[config.mk]
export PLATFORM = sky130hd
export DESIGN_NAME = phy_utx_pkg
export DESIGN_NICKNAME = d
export VERILOG_FILES = /design/src/rtl/phy_utx_pkg.sv
export SDC_FILE = /design/constraint.sdc
export NUM_CORES = 1
export LEC_CHECK = 0
export ABC_AREA = 1
export BUFFER_PORTS_ARGS = -buffer_cell sky130_fd_sc_hd__buf_2
export CELL_PAD_IN_SITES_DETAIL_PLACEMENT = 0
export CELL_PAD_IN_SITES_GLOBAL_PLACEMENT = 1
export CORE_UTILIZATION = 39
export DETAILED_ROUTE_END_ITERATION = 7
export GPL_TIMING_DRIVEN = 0
export PLACE_DENSITY_LB_ADDON = 0.1
export SYNTH_ARGS = -nofsm -noshare
export SYNTH_HDL_FRONTEND = slang
export SYNTH_SLANG_ARGS = --single-unit
[constraint.sdc]
create_clock -name clk_sys -period 3.6 [get_ports clk_sys]
set_input_delay 0.36 -clock clk_sys [delete_from_list [all_inputs] [get_ports clk_sys]]
set_output_delay 0.36 -clock clk_sys [all_outputs]
set_load 0.05 [all_outputs]
[src/rtl/phy_utx_pkg.sv]
// Buffers package words in a FIFO and serialises each as 8N1 UART bytes: optional 0xA5 header, data bytes, optional checksum.
// Two edges from accept to start bit; pkg_rdy drops when the FIFO is full and offered words are then dropped, setting ovf.
module phy_utx_pkg #(
  parameter int DATA_W    = 16,
  parameter int DEPTH     = 16,
  parameter int BAUD_DIV  = 434,
  parameter int FRAME_EN  = 1,
  parameter int MSB_FIRST = 1
) (
  input  logic                     clk_sys,
  input  logic                     rst,
  input  logic [DATA_W-1:0]        pkg_d,
  input  logic                     pkg_vld,
  output logic                     pkg_rdy,
  output logic                     pkg_done,
  output logic [$clog2(DEPTH):0]   fifo_cnt,
  output logic                     ovf,
  input  logic                     ovf_clr,
  output logic                     uart_tx
);

  localparam int PTR_W  = $clog2(DEPTH);
  localparam int CNT_W  = PTR_W + 1;
  localparam int BAUD_W = $clog2(BAUD_DIV);
  localparam int NDB    = DATA_W / 8;
  localparam int FR     = (FRAME_EN != 0) ? 1 : 0;
  localparam int NB     = NDB + 2 * FR;

  typedef enum logic [2:0] {IDLE, LOAD, START, DATA, STOP, DONE} state_t;

  logic [DATA_W-1:0] mem_q [DEPTH];
  logic [PTR_W-1:0]  wr_ptr_q, wr_ptr_d, rd_ptr_q, rd_ptr_d;
  logic [CNT_W-1:0]  cnt_q, cnt_d;
  logic              ovf_q, ovf_d;
  state_t            state_q, state_d;
  logic [DATA_W-1:0] word_q, word_d;
  logic [2:0]        byte_idx_q, byte_idx_d;
  logic [2:0]        bit_idx_q, bit_idx_d;
  logic [BAUD_W-1:0] baud_cnt_q, baud_cnt_d;
  logic              uart_tx_q, uart_tx_d;
  logic              done_q, done_d;
  logic              push, pop, baud_end;
  logic [2:0]        di;
  logic [7:0]        csum, cur_byte;

  assign pkg_rdy  = (cnt_q < CNT_W'(DEPTH));
  assign push     = pkg_vld && pkg_rdy;
  assign pop      = (state_q == LOAD);
  assign fifo_cnt = cnt_q;
  assign ovf      = ovf_q;
  assign uart_tx  = uart_tx_q;
  assign pkg_done = done_q;
  assign baud_end = (baud_cnt_q == BAUD_W'(BAUD_DIV - 1));

  always_comb begin
    wr_ptr_d = wr_ptr_q;
    rd_ptr_d = rd_ptr_q;
    cnt_d    = cnt_q;
    ovf_d    = ovf_q;
    if (push) wr_ptr_d = wr_ptr_q + PTR_W'(1);
    if (pop)  rd_ptr_d = rd_ptr_q + PTR_W'(1);
    if (push && !pop)      cnt_d = cnt_q + CNT_W'(1);
    else if (!push && pop) cnt_d = cnt_q - CNT_W'(1);
    // Clear beats a same-cycle overflow so software never loses its acknowledge.
    if (ovf_clr)                  ovf_d = 1'b0;
    else if (pkg_vld && !pkg_rdy) ovf_d = 1'b1;
  end

  always_comb begin
    csum     = 8'h00;
    cur_byte = 8'h00;
    di       = byte_idx_q - 3'(FR);
    for (int j = 0; j < NDB; j++) begin
      csum = csum + word_q[8*j +: 8];
      if (di == 3'(j))
        cur_byte = (MSB_FIRST != 0) ? word_q[DATA_W-8-8*j +: 8] : word_q[8*j +: 8];
    end
    if (FR != 0 && byte_idx_q == 3'd0)        cur_byte = 8'hA5;
    if (FR != 0 && byte_idx_q == 3'(NB - 1))  cur_byte = csum;
  end

  always_comb begin
    state_d    = state_q;
    word_d     = word_q;
    byte_idx_d = byte_idx_q;
    bit_idx_d  = bit_idx_q;
    baud_cnt_d = baud_cnt_q;
    case (state_q)
      IDLE: if (cnt_q != '0) state_d = LOAD;
      LOAD: begin
        word_d     = mem_q[rd_ptr_q];
        byte_idx_d = 3'd0;
        baud_cnt_d = '0;
        state_d    = START;
      end
      START: begin
        baud_cnt_d = baud_cnt_q + BAUD_W'(1);
        if (baud_end) begin
          baud_cnt_d = '0;
          bit_idx_d  = 3'd0;
          state_d    = DATA;
        end
      end
      DATA: begin
        baud_cnt_d = baud_cnt_q + BAUD_W'(1);
        if (baud_end) begin
          baud_cnt_d = '0;
          if (bit_idx_q == 3'd7) state_d = STOP;
          else                   bit_idx_d = bit_idx_q + 3'd1;
        end
      end
      STOP: begin
        baud_cnt_d = baud_cnt_q + BAUD_W'(1);
        if (baud_end) begin
          baud_cnt_d = '0;
          if (byte_idx_q == 3'(NB - 1)) begin
            state_d = DONE;
          end else begin
            byte_idx_d = byte_idx_q + 3'd1;
            state_d    = START;
          end
        end
      end
      DONE:    state_d = IDLE;
      default: state_d = IDLE;
    endcase
    // Line level is decoded from the next state so the pin is a plain flop.
    uart_tx_d = 1'b1;
    if (state_d == START)     uart_tx_d = 1'b0;
    else if (state_d == DATA) uart_tx_d = cur_byte[bit_idx_d];
    done_d = (state_d == DONE);
  end

  always_ff @(posedge clk_sys) begin
    if (!rst && push) mem_q[wr_ptr_q] <= pkg_d;
  end

  always_ff @(posedge clk_sys) begin
    if (rst) begin
      wr_ptr_q   <= '0;
      rd_ptr_q   <= '0;
      cnt_q      <= '0;
      ovf_q      <= 1'b0;
      state_q    <= IDLE;
      word_q     <= '0;
      byte_idx_q <= 3'd0;
      bit_idx_q  <= 3'd0;
      baud_cnt_q <= '0;
      uart_tx_q  <= 1'b1;
      done_q     <= 1'b0;
    end else begin
      wr_ptr_q   <= wr_ptr_d;
      rd_ptr_q   <= rd_ptr_d;
      cnt_q      <= cnt_d;
      ovf_q      <= ovf_d;
      state_q    <= state_d;
      word_q     <= word_d;
      byte_idx_q <= byte_idx_d;
      bit_idx_q  <= bit_idx_d;
      baud_cnt_q <= baud_cnt_d;
      uart_tx_q  <= uart_tx_d;
      done_q     <= done_d;
    end
  end

endmodule

==> flow_summary_export.csv, run 1 <==
group,metric,value,unit
worst_setup_path,cp_max_fo,10,
worst_setup_path,ff2ff_setup_slack,600,ps
clock_tree,cts-hold-fix-buffers,0,
pwr,clock_power_share,31.6,%
finish,n_antenna_cell,0,
placement,dpl.cell_count,1686,
pwr,power.combinational.fraction,28.0,%
global_routing,antenna_found_initial,0,
sta,setup_ws,597,ps
floorplan,floorplan.rows,66,
pwr,switch_share,34.9,%
placement,dp_hpwl,26300,µm
synth,biggest_area_contributors_in_the_synthesized_netlist,"edfxtp_1 59%, dfxtp_1 7.6%, nor2_1 6.8%, o21ai_0 6.7%, o22ai_1 2.8%",
placement,routabilityCongestion,0.856,
floorplan,design.die.area,34400,µm²
finish,nets,1328,
drt,via_per_inst,5.32,
pwr,intPower,0.00672,W
floorplan,die_span_y,186,µm
worst_setup_path,path_class,"reg -> reg",
finish,multi_input_comb_area,3870,µm²
clock_tree,ctsLongestPathBuffers,3,
worst_setup_path,arrival,3400,ps
clock_tree,clock_sinks,306,
floorplan,floorplan.die.width,186,µm
synth,yosysTopAreaCellShare,58.5,%
drt,postRouteAntennaNets,0,
drt,drc_errors,0,
sta,grt_setup_unrepaired,"no",
clock_tree,cts_buffers,35,
worst_setup_path,startpoint_class,"flop",
clock_tree,worst_setup_hold_path_clk_slew,60,ps
sta,tightestPinTransition,836,ps
drt,drt-pass1-iter-count,5,
synth,dominantRegCellSynth,"edfxtp_1",
job,drv_cap,0,
synth,yosys.area.top_type,"edfxtp_1",
synth,netlist-cell-type-count,46,
sta,slew-limit-headroom,44.3,%
synth,yosysMostFrequentCell,"edfxtp_1",
sta,final-hold-violation-count,0,
global_routing,via_count_of_the_first_global_routing_pass,8933,
sta,finalSetupViolations,0,
sta,finalWorstPathRequiredPeriod,3000,ps
floorplan,core,32900,µm²
run_status,status,"finished, final reports clean",
synth,post_synth.cell_area_avg,10.9,µm²
drt,vias,9309,
pwr,power_switching,0.00361,W
global_routing,grt_start_max_net_pins,17,
finish,drive_gt1_share,12.5,%
clock_tree,clk-insertion-delay-late,510,ps
finish,area_delta_synth_final,15.5,%
floorplan,initial_core_util,40.0,%
placement,pre_cts_slack,547,ps
drt,routed_wl,37500,µm
sta,finalClockSkew,19.2,ps
drt,wl_per_cell,21.5,µm
synth,synth-seq-area-share,66.2,%
pwr,max-vdd-ir-drop,0.406,mV
min_path,hold_path_class,"in -> reg",
pwr,seq_power_share,40.4,%
clock_tree,cell_at_the_root_of_the_clock_tree,"clkbuf_16",
finish,count_of_fill_cells_added_during_filler_insertion,3143,
synth,postSynth.asyncResetShare,0,%
finish,layout.area.seq,8690,µm²
clock_tree,cts_htree_levels,2,
synth,synth-warning-count,0,
synth,synthesis.instances,1200,
pwr,powerDensity,681,nW/µm²
sta,final_max_slew_viol_count,0,
worst_setup_path,endpoint_kind,"flop",
synth,number_of_flops_mapped_to_enable_cells_by_yosys,256,
synth,synthesis.area,13100,µm²
pwr,p_leak,5.49,nW
global_routing,grt.overflow.total,0,
drt,drt-initial-drc-count,810,
sta,fmax,333,MHz
clock_tree,ctsResizeCount,0,
finish,final_core_util,46.1,%
synth,synth_common_cells,"256 x edfxtp_1, 238 x nor2_1, 176 x o21ai_0",
global_routing,grt_usage,22.6,%
worst_setup_path,required,4000,ps
sta,hold_ws,80.8,ps
synth,synth_fp_nets,1247,
clock_tree,tritoncts,"built",
placement,portBuffers,28,
finish,final_cell_count_no_fill,1749,
sta,fin_setup_tns,0,ps
clock_tree,cts_post_setup_buffers_inserted,0,
synth,postSynthRegisterBits,306,
global_routing,grt_first_pass_wirelength,56300,µm
floorplan,design.portCount,29,
sta,post_route_fraction_of_the_period_consumed_by_the_critical_path,83.4,%
==> placed cells by master, fill, tap and decap left out, drive strengths merged, types with 4 or more instances in the layout <==
cell	netlist	final
a21oi	25	25
buf	25	69
clkbuf	39	83
clkinv	0	18
dfxtp	50	50
edfxtp	256	256
ha	25	25
inv	84	85
nand2	91	91
nand3	55	55
nand4	7	7
nor2	245	245
nor3	5	5
o21ai	192	192
o221ai	14	14
o22ai	58	58
xnor2	4	4
==> through the flow <==
step	area [µm²]	power, W
2_1_floorplan	13100	0.00605
3_3_place_gp	13800	0.00712
3_5_place_dp	14100	0.00714
4_1_cts	15200	0.0104
5_1_grt	15200	0.0109
6_report	15200	0.0103
==> registers in the layout, summed over array words and instances (netlist names) <==
name        flops
mem_q         256
wr_ptr_q        4
rd_ptr_q        4
word_q         16
pkg_done        1
baud_cnt_q      9
ovf             1
fifo_cnt        5
byte_idx_q      3
bit_idx_q       3
state_q         3
uart_tx         1
==> cells by family (layout without fill, tap and decap cells) <==
group	count (synthesis)	after routing	synth area share (%)
compound gates	303	303	12.9
xor+xnor	6	6	0.400
fa+ha+maj	27	27	2.69
buf+inv	148	255	4.66
flops	306	306	66.2
simple gates	410	410	13.2
==> power by group through the flow <==
stage	combinational (W)	clock [W]	sequential (W)
finish	0.00289	0.00327	0.00417
global route	0.00322	0.00348	0.00420
CTS	0.00290	0.00334	0.00418
detailed placement	0.00289	0	0.00425
global placement	0.00287	0	0.00425
floorplan	0.00177	0	0.00428
==> path summary, 6_finish.rpt <==
path                                    start             to  cells past startpoint
worst max register to register     state_q[1]    fifo_cnt[4]                     14
worst min register to register  baud_cnt_q[1]  baud_cnt_q[1]                      2
worst max-delay path               state_q[1]    fifo_cnt[4]                     14
worst min-delay path                  ovf_clr            ovf                      3
==> layout make-up <==
| type | instances | area share, % |
|---|---|---|
| inverters | 84 | 2.08 |
| clock buffers | 44 | 6.20 |
| well taps | 442 | 3.65 |
| clock inverters | 19 | 0.693 |
| flip-flops and latches | 306 | 57.3 |
| plain buffers | 64 | 1.96 |
| multi-input cells | 746 | 25.5 |
| repair buffers | 44 | 2.59 |
==> critical path, stage by stage, from the launching register on <==
cell and delay [ps]:
dfxtp_1 460, nor3_4 100, inv_1 100, buf_2 220, buf_1 460, ha_1 290
inv_1 110, fa_1 410, a21o_1 170, a21oi_1 150, nor2_1 60, nor2_1 80
nand2_1 70, o21ai_0 140, a21oi_1 60
==> layer usage <==
layer / global-route usage, % / share of wire [%] / up-vias / wire length [µm]
met5: 0 / 0 / - / 0
met4: 7.47 / 2.5 / 0 / 946
met3: 2.47 / 5.2 / 57 / 1940
met2: 38.4 / 48 / 292 / 18200
met1: 30.2 / 44 / 4513 / 16500
li1: - / - / 4447 / -
Power figures use the tool's default switching activity.
==> run 2: changes to the inputs <==
clock period = 3.1 ns   (was 3.6 ns; I/O delays follow)
==> run 2 against run 1 <==
Effect of this change: clock power grew 16%; sequential share of layout area is essentially flat; sequential power grew 16%; critical path depth is the same; critical endpoint unchanged; utilization is essentially flat; first-iteration DRC count shrank 8.0%; routed wire length shrank 0.30%; count of clock-buffer cells in the layout is the same; via count is essentially flat; global-route usage is the same; register-to-register slack lost 130 ps.
==> flow_summary_export.csv, run 2 (synthesized netlist as in run 1, its figures left out) <==
group,metric,value,unit
run_status,status,"finished, final reports clean",
pwr,powerDensity,791,nW/µm²
finish,n_antenna_cell,0,
pwr,p_leak,5.48,nW
global_routing,via_count_of_the_first_global_routing_pass,8933,
global_routing,grt_start_max_net_pins,17,
floorplan,design.portCount,29,
sta,fmax,380,MHz
worst_setup_path,endpoint_kind,"flop",
drt,routed_wl,37400,µm
drt,vias,9303,
finish,highest_count_cells_in_the_layout_ignoring_fill_and_taps,"256 x edfxtp_1, 222 x nor2_1, 176 x o21ai_0",
worst_setup_path,cp_max_fo,19,
floorplan,die_span_y,186,µm
worst_setup_path,required,3500,ps
global_routing,grt.overflow.total,0,
sta,fin_setup_tns,0,ps
drt,detail_route.wirelength.met1,16600,µm
min_path,hold_path_class,"in -> reg",
drt,top_signal_layer_used,"met4",
finish,final_core_util,46.1,%
worst_setup_path,cpMostUsedCell,"inv_1",
clock_tree,cell_at_the_root_of_the_clock_tree,"clkbuf_16",
floorplan,core,32900,µm²
drt,drt-initial-drc-count,745,
clock_tree,clock_sinks,306,
sta,finalWorstPathRequiredPeriod,2630,ps
worst_setup_path,timing.critical_path.slowest_cell_delay,370,ps
clock_tree,cts_htree_levels,2,
job,drv_cap,0,
drt,routed-wl-met3,1750,µm
placement,routabilityCongestion,0.856,
sta,final-hold-violation-count,0,
clock_tree,ctsResizeCount,0,
sta,finalClockSkew,23.6,ps
drt,drt-pass1-iter-count,5,
sta,tightestPinTransition,808,ps
worst_setup_path,crit-reg2reg-launch,"state_q[0]",
placement,post_dp_cell_area,14100,µm²
min_path,holdCritStartpoint,"ovf_clr",
global_routing,grt_usage,22.6,%
finish,nets,1327,
finish,count_of_fill_cells_added_during_filler_insertion,3142,
global_routing,antenna_found_initial,0,
finish,leading_cell_type_in_the_layout_fill_and_taps_excluded,"edfxtp_1",
floorplan,initial_core_util,40.0,%
drt,drc_errors,0,
clock_tree,clk-insertion-delay-late,510,ps
drt,met2_length,18000,µm
pwr,max-vdd-ir-drop,0.474,mV
clock_tree,ctsLongestPathBuffers,3,
worst_setup_path,crit_slowest_cell,"dfxtp_1",
global_routing,grt_first_pass_wirelength,56300,µm
clock_tree,tritoncts,"built",
placement,portBuffers,28,
drt,wl_per_cell,21.4,µm
floorplan,floorplan.rows,66,
finish,final_cell_count_no_fill,1748,
drt,via_per_inst,5.32,
worst_setup_path,path_class,"reg -> reg",
worst_setup_path,crit_path_cell_trace,"inv_1 -> nor3_4 -> inv_1 -> buf_2 -> ha_1 -> inv_1 -> ha_1 -> a21o_1 -> a21oi_1 -> nor2_1 -> nor2_1 -> nand2_1 -> o21ai_0 -> a21oi_1",
finish,layout_top_registers,"mem_q (256), word_q (16), baud_cnt_q (9)",
clock_tree,cts-hold-fix-buffers,0,
clock_tree,cts_buffers,35,
finish,largest_reg_flops,256,
placement,dpl.cell_count,1686,
floorplan,floorplan.die.width,186,µm
finish,max_flop_register,"mem_q",
sta,post_route_fraction_of_the_period_consumed_by_the_critical_path,84.8,%
worst_setup_path,arrival,3030,ps
sta,final_max_slew_viol_count,0,
worst_setup_path,cp-startpoint,"state_q[0]",
finish,final_design_instance_area_without_fill,15200,µm²
worst_setup_path,startpoint_class,"flop",
finish,area_delta_synth_final,15.4,%
clock_tree,worst_setup_hold_path_clk_slew,60,ps
floorplan,design.die.area,34400,µm²
placement,dp_hpwl,26300,µm
clock_tree,cts_post_setup_buffers_inserted,0,
placement,pre_cts_slack,46.8,ps
finish,drive_gt1_share,12.6,%
sta,setup_ws,470,ps
sta,finalSetupViolations,0,
sta,slew-limit-headroom,46.1,%
sta,grt_setup_unrepaired,"no",
drt,postRouteAntennaNets,0,
-- run 2: per-stage QoR --
step           total power (W)  hold WS (ps)
2_1_floorplan          0.00703           409
3_3_place_gp           0.00827           484
3_5_place_dp           0.00829           496
4_1_cts                 0.0121          20.1
5_1_grt                 0.0126          34.9
6_report                0.0120          29.2
-- run 2: report_power, final --
| group | switching, W | internal [W] | total [W] |
|---|---|---|---|
| logic | 0.00236 | 0.000988 | 0.00335 |
| clock network | 0.00164 | 0.00216 | 0.00380 |
| registers | 0.000186 | 0.00466 | 0.00485 |
| total | 0.00419 | 0.00781 | 0.0120 |
-- run 2: worst paths after layout --
check	to	slack, ps	depth (start not counted)
max	fifo_cnt[4]	470	14
min	ovf	30	3
max reg2reg	fifo_cnt[4]	470	14
min reg2reg	baud_cnt_q[1]	500	2
-- run 2: final cells by class --
class	instances	area (µm²)	share of cell area [%]
tap	442	553	3.65
multi-input combinational	746	3870	25.5
clock buffer	44	941	6.21
timing repair buffer	44	393	2.59
buffer	63	293	1.93
sequential	306	8690	57.3
inverter	84	315	2.08
clock inverter	19	105	0.693
-- run 2: critical path, delay by kind of cell, from the launching register on --
kind	cells	cell delay, ps
compound gates	4	540
fa+ha+maj	2	560
buf+inv	4	600
flops	1	370
simple gates	4	430
-- run 2: routing by layer --
| metal | vias to the layer above | track usage, % |
|---|---|---|
| li1 | 4450 | - |
| met1 | 4524 | 30.2 |
| met2 | 265 | 38.4 |
| met3 | 64 | 2.47 |
| met4 | 0 | 7.47 |
| met5 | - | 0 |
==> run 3: changes to the inputs <==
clock period = 2.7 ns   (was 3.1 ns; I/O delays follow)
==> run 3 against run 2 <==
Effect of this change: flip-flop and latch count stayed put; register-to-register slack worse by 270 ps; worst setup slack worse by 270 ps; clock power is 14% higher; utilization is 0.12 points higher; final cell count is 0.11% higher; critical path type unchanged; total power is 15% higher; global-route usage is 0.25 points higher; sequential power is 15% higher; via count is 0.29% higher; critical path depth stayed put; count of clock-buffer cells in the layout is 2 lower.
==> flow_summary_export.csv, run 3 (synthesized netlist as in run 1, its figures left out) <==
group,metric,value,unit
pwr,powerDensity,907,nW/µm²
finish,max_flop_register,"mem_q",
finish,final_cell_count_no_fill,1750,
sta,final_max_slew_viol_count,0,
clock_tree,worst_setup_hold_path_clk_slew,60,ps
worst_setup_path,critPathCapture,"fifo_cnt[4]",
finish,nets,1329,
run_status,status,"finished, final reports clean",
worst_setup_path,arrival,2900,ps
worst_setup_path,cp-startpoint,"state_q[0]",
worst_setup_path,path_class,"reg -> reg",
sta,hold_ws,49.8,ps
global_routing,via_count_of_the_first_global_routing_pass,9168,
sta,fmax,401,MHz
drt,vias,9330,
sta,finalClockSkew,26.4,ps
drt,routed_wl,37900,µm
global_routing,grt_start_max_net_pins,20,
pwr,intPower,0.00894,W
floorplan,design.die.area,34400,µm²
sta,grt_setup_unrepaired,"no",
pwr,seq_power_share,40.4,%
floorplan,die_span_y,186,µm
sta,final-hold-violation-count,0,
finish,layout_top_registers,"mem_q (256), word_q (16), baud_cnt_q (9)",
pwr,switch_share,35.1,%
placement,dpl.cell_count,1686,
job,drv_cap,0,
sta,finalSetupViolations,0,
floorplan,initial_core_util,40.0,%
placement,routabilityCongestion,0.870,
drt,drt-initial-drc-count,737,
pwr,power_switching,0.00484,W
drt,postRouteAntennaNets,0,
floorplan,core,32900,µm²
clock_tree,ctsLongestPathBuffers,3,
finish,highest_count_cells_in_the_layout_ignoring_fill_and_taps,"256 x edfxtp_1, 222 x nor2_1, 176 x o21ai_0",
worst_setup_path,startpoint_class,"flop",
drt,wl_per_cell,21.7,µm
finish,drive_gt1_share,12.7,%
clock_tree,cell_at_the_root_of_the_clock_tree,"clkbuf_16",
global_routing,grt.overflow.total,0,
worst_setup_path,crit-reg2reg-launch,"state_q[0]",
worst_setup_path,ff2ff_setup_slack,200,ps
clock_tree,cts_buffers,35,
placement,portBuffers,28,
drt,drt-pass1-iter-count,5,
finish,leading_cell_type_in_the_layout_fill_and_taps_excluded,"edfxtp_1",
global_routing,grt_usage,22.9,%
sta,post_route_fraction_of_the_period_consumed_by_the_critical_path,92.4,%
clock_tree,clock_sinks,306,
pwr,clock_power_share,31.5,%
worst_setup_path,worst_r2r_path_depth,14,
global_routing,antenna_found_initial,0,
drt,via_per_inst,5.33,
clock_tree,tritoncts,"built",
pwr,max-vdd-ir-drop,0.502,mV
clock_tree,clk-insertion-delay-late,530,ps
worst_setup_path,cp_max_fo,19,
sta,slew-limit-headroom,43.8,%
sta,tightestPinTransition,842,ps
sta,finalWorstPathRequiredPeriod,2500,ps
floorplan,floorplan.die.width,186,µm
drt,drc_errors,0,
finish,area_delta_synth_final,15.7,%
global_routing,grt_first_pass_wirelength,56800,µm
worst_setup_path,endpoint_kind,"flop",
worst_setup_path,crit-reg2reg-capture,"fifo_cnt[4]",
placement,dp_hpwl,26300,µm
pwr,p_leak,5.49,nW
floorplan,design.portCount,29,
pwr,power.combinational.fraction,28.2,%
finish,n_antenna_cell,0,
clock_tree,cts_htree_levels,2,
floorplan,floorplan.rows,66,
worst_setup_path,required,3100,ps
min_path,hold_path_class,"in -> reg",
finish,largest_reg_flops,256,
## run 3: what timing repair did
| action | 4_1_cts | 5_1_grt |
|---|---|---|
| resized for setup | 0 | 3 |
| setup buffers | 0 | 1 |
| hold buffers | 1 | 0 |
| setup endpoints to repair | 2 | 2 |
| pin swaps | 0 | 1 |
| endpoints found under the hold margin | 1 | 0 |
## run 3: worst min path at each step
| stage | endpoint | slack, ps | from | depth (start not counted) |
|---|---|---|---|---|
| 6_report | ovf | 50 | rst | 3 |
| 5_1_grt | ovf | 70 | rst | 3 |
| 4_1_cts | ovf | 40 | rst | 3 |
| 3_5_place_dp | baud_cnt_q[0] | 500 | baud_cnt_q[0] | 1 |
| 3_3_place_gp | baud_cnt_q[0] | 490 | baud_cnt_q[0] | 1 |
| 2_1_floorplan | mem_q[0][0] | 370 | pkg_d[0] | 0 |
## run 3: through the flow
stage | area, µm² | total power (W) | setup slack (ps) | setup TNS [ps] | util, %
global placement | 13800 | 0.00952 | -503 | -86590 | 42.1
detailed placement | 14100 | 0.00954 | -314 | -434 | 43.0
CTS | 15200 | 0.0139 | 28.8 | 0 | 46.2
floorplan | 13100 | 0.00808 | 99.4 | 0 | -
finish | 15200 | 0.0138 | 204 | 0 | 46.3
global route | 15200 | 0.0145 | 5.05 | 0 | 46.3
## run 3: cell type report
type / count / area, µm²
multi-input cells: 746 / 3870
inverters: 84 / 319
plain buffers: 63 / 295
clock inverters: 21 / 113
clock buffers: 42 / 923
well taps: 442 / 553
fillers: 3102 / 17700
repair buffers: 46 / 435
flip-flops and latches: 306 / 8690
## run 3: layer usage
| metal | global-route usage [%] | routed length (µm) | up-vias | share of wire, % |
|---|---|---|---|---|
| met5 | 0 | 0 | - | 0 |
| met4 | 9.06 | 1260 | 0 | 3.3 |
| met3 | 2.78 | 2080 | 69 | 5.5 |
| met2 | 37.3 | 17800 | 289 | 47 |
| met1 | 31.0 | 16800 | 4534 | 44 |
| li1 | - | - | 4438 | - |
## run 3: power groups by stage
stage / logic (W) / registers (W) / clock network [W]
2_1_floorplan: 0.00236 / 0.00572 / 0
6_report: 0.00388 / 0.00557 / 0.00434
3_3_place_gp: 0.00385 / 0.00567 / 0
4_1_cts: 0.00388 / 0.00557 / 0.00442
5_1_grt: 0.00430 / 0.00560 / 0.00460
3_5_place_dp: 0.00387 / 0.00567 / 0
## run 3: worst max-delay path: stages (launching register included)
cell and delay (ps):
dfxtp_1 380, inv_1 100, nor3_4 210, inv_1 90, buf_4 210, ha_1 230, inv_2 100, ha_1 280
a21o_1 190, a21oi_1 160, nor2_1 60, nor2_1 80, nand2_1 70, o21ai_0 140, a21oi_1 70
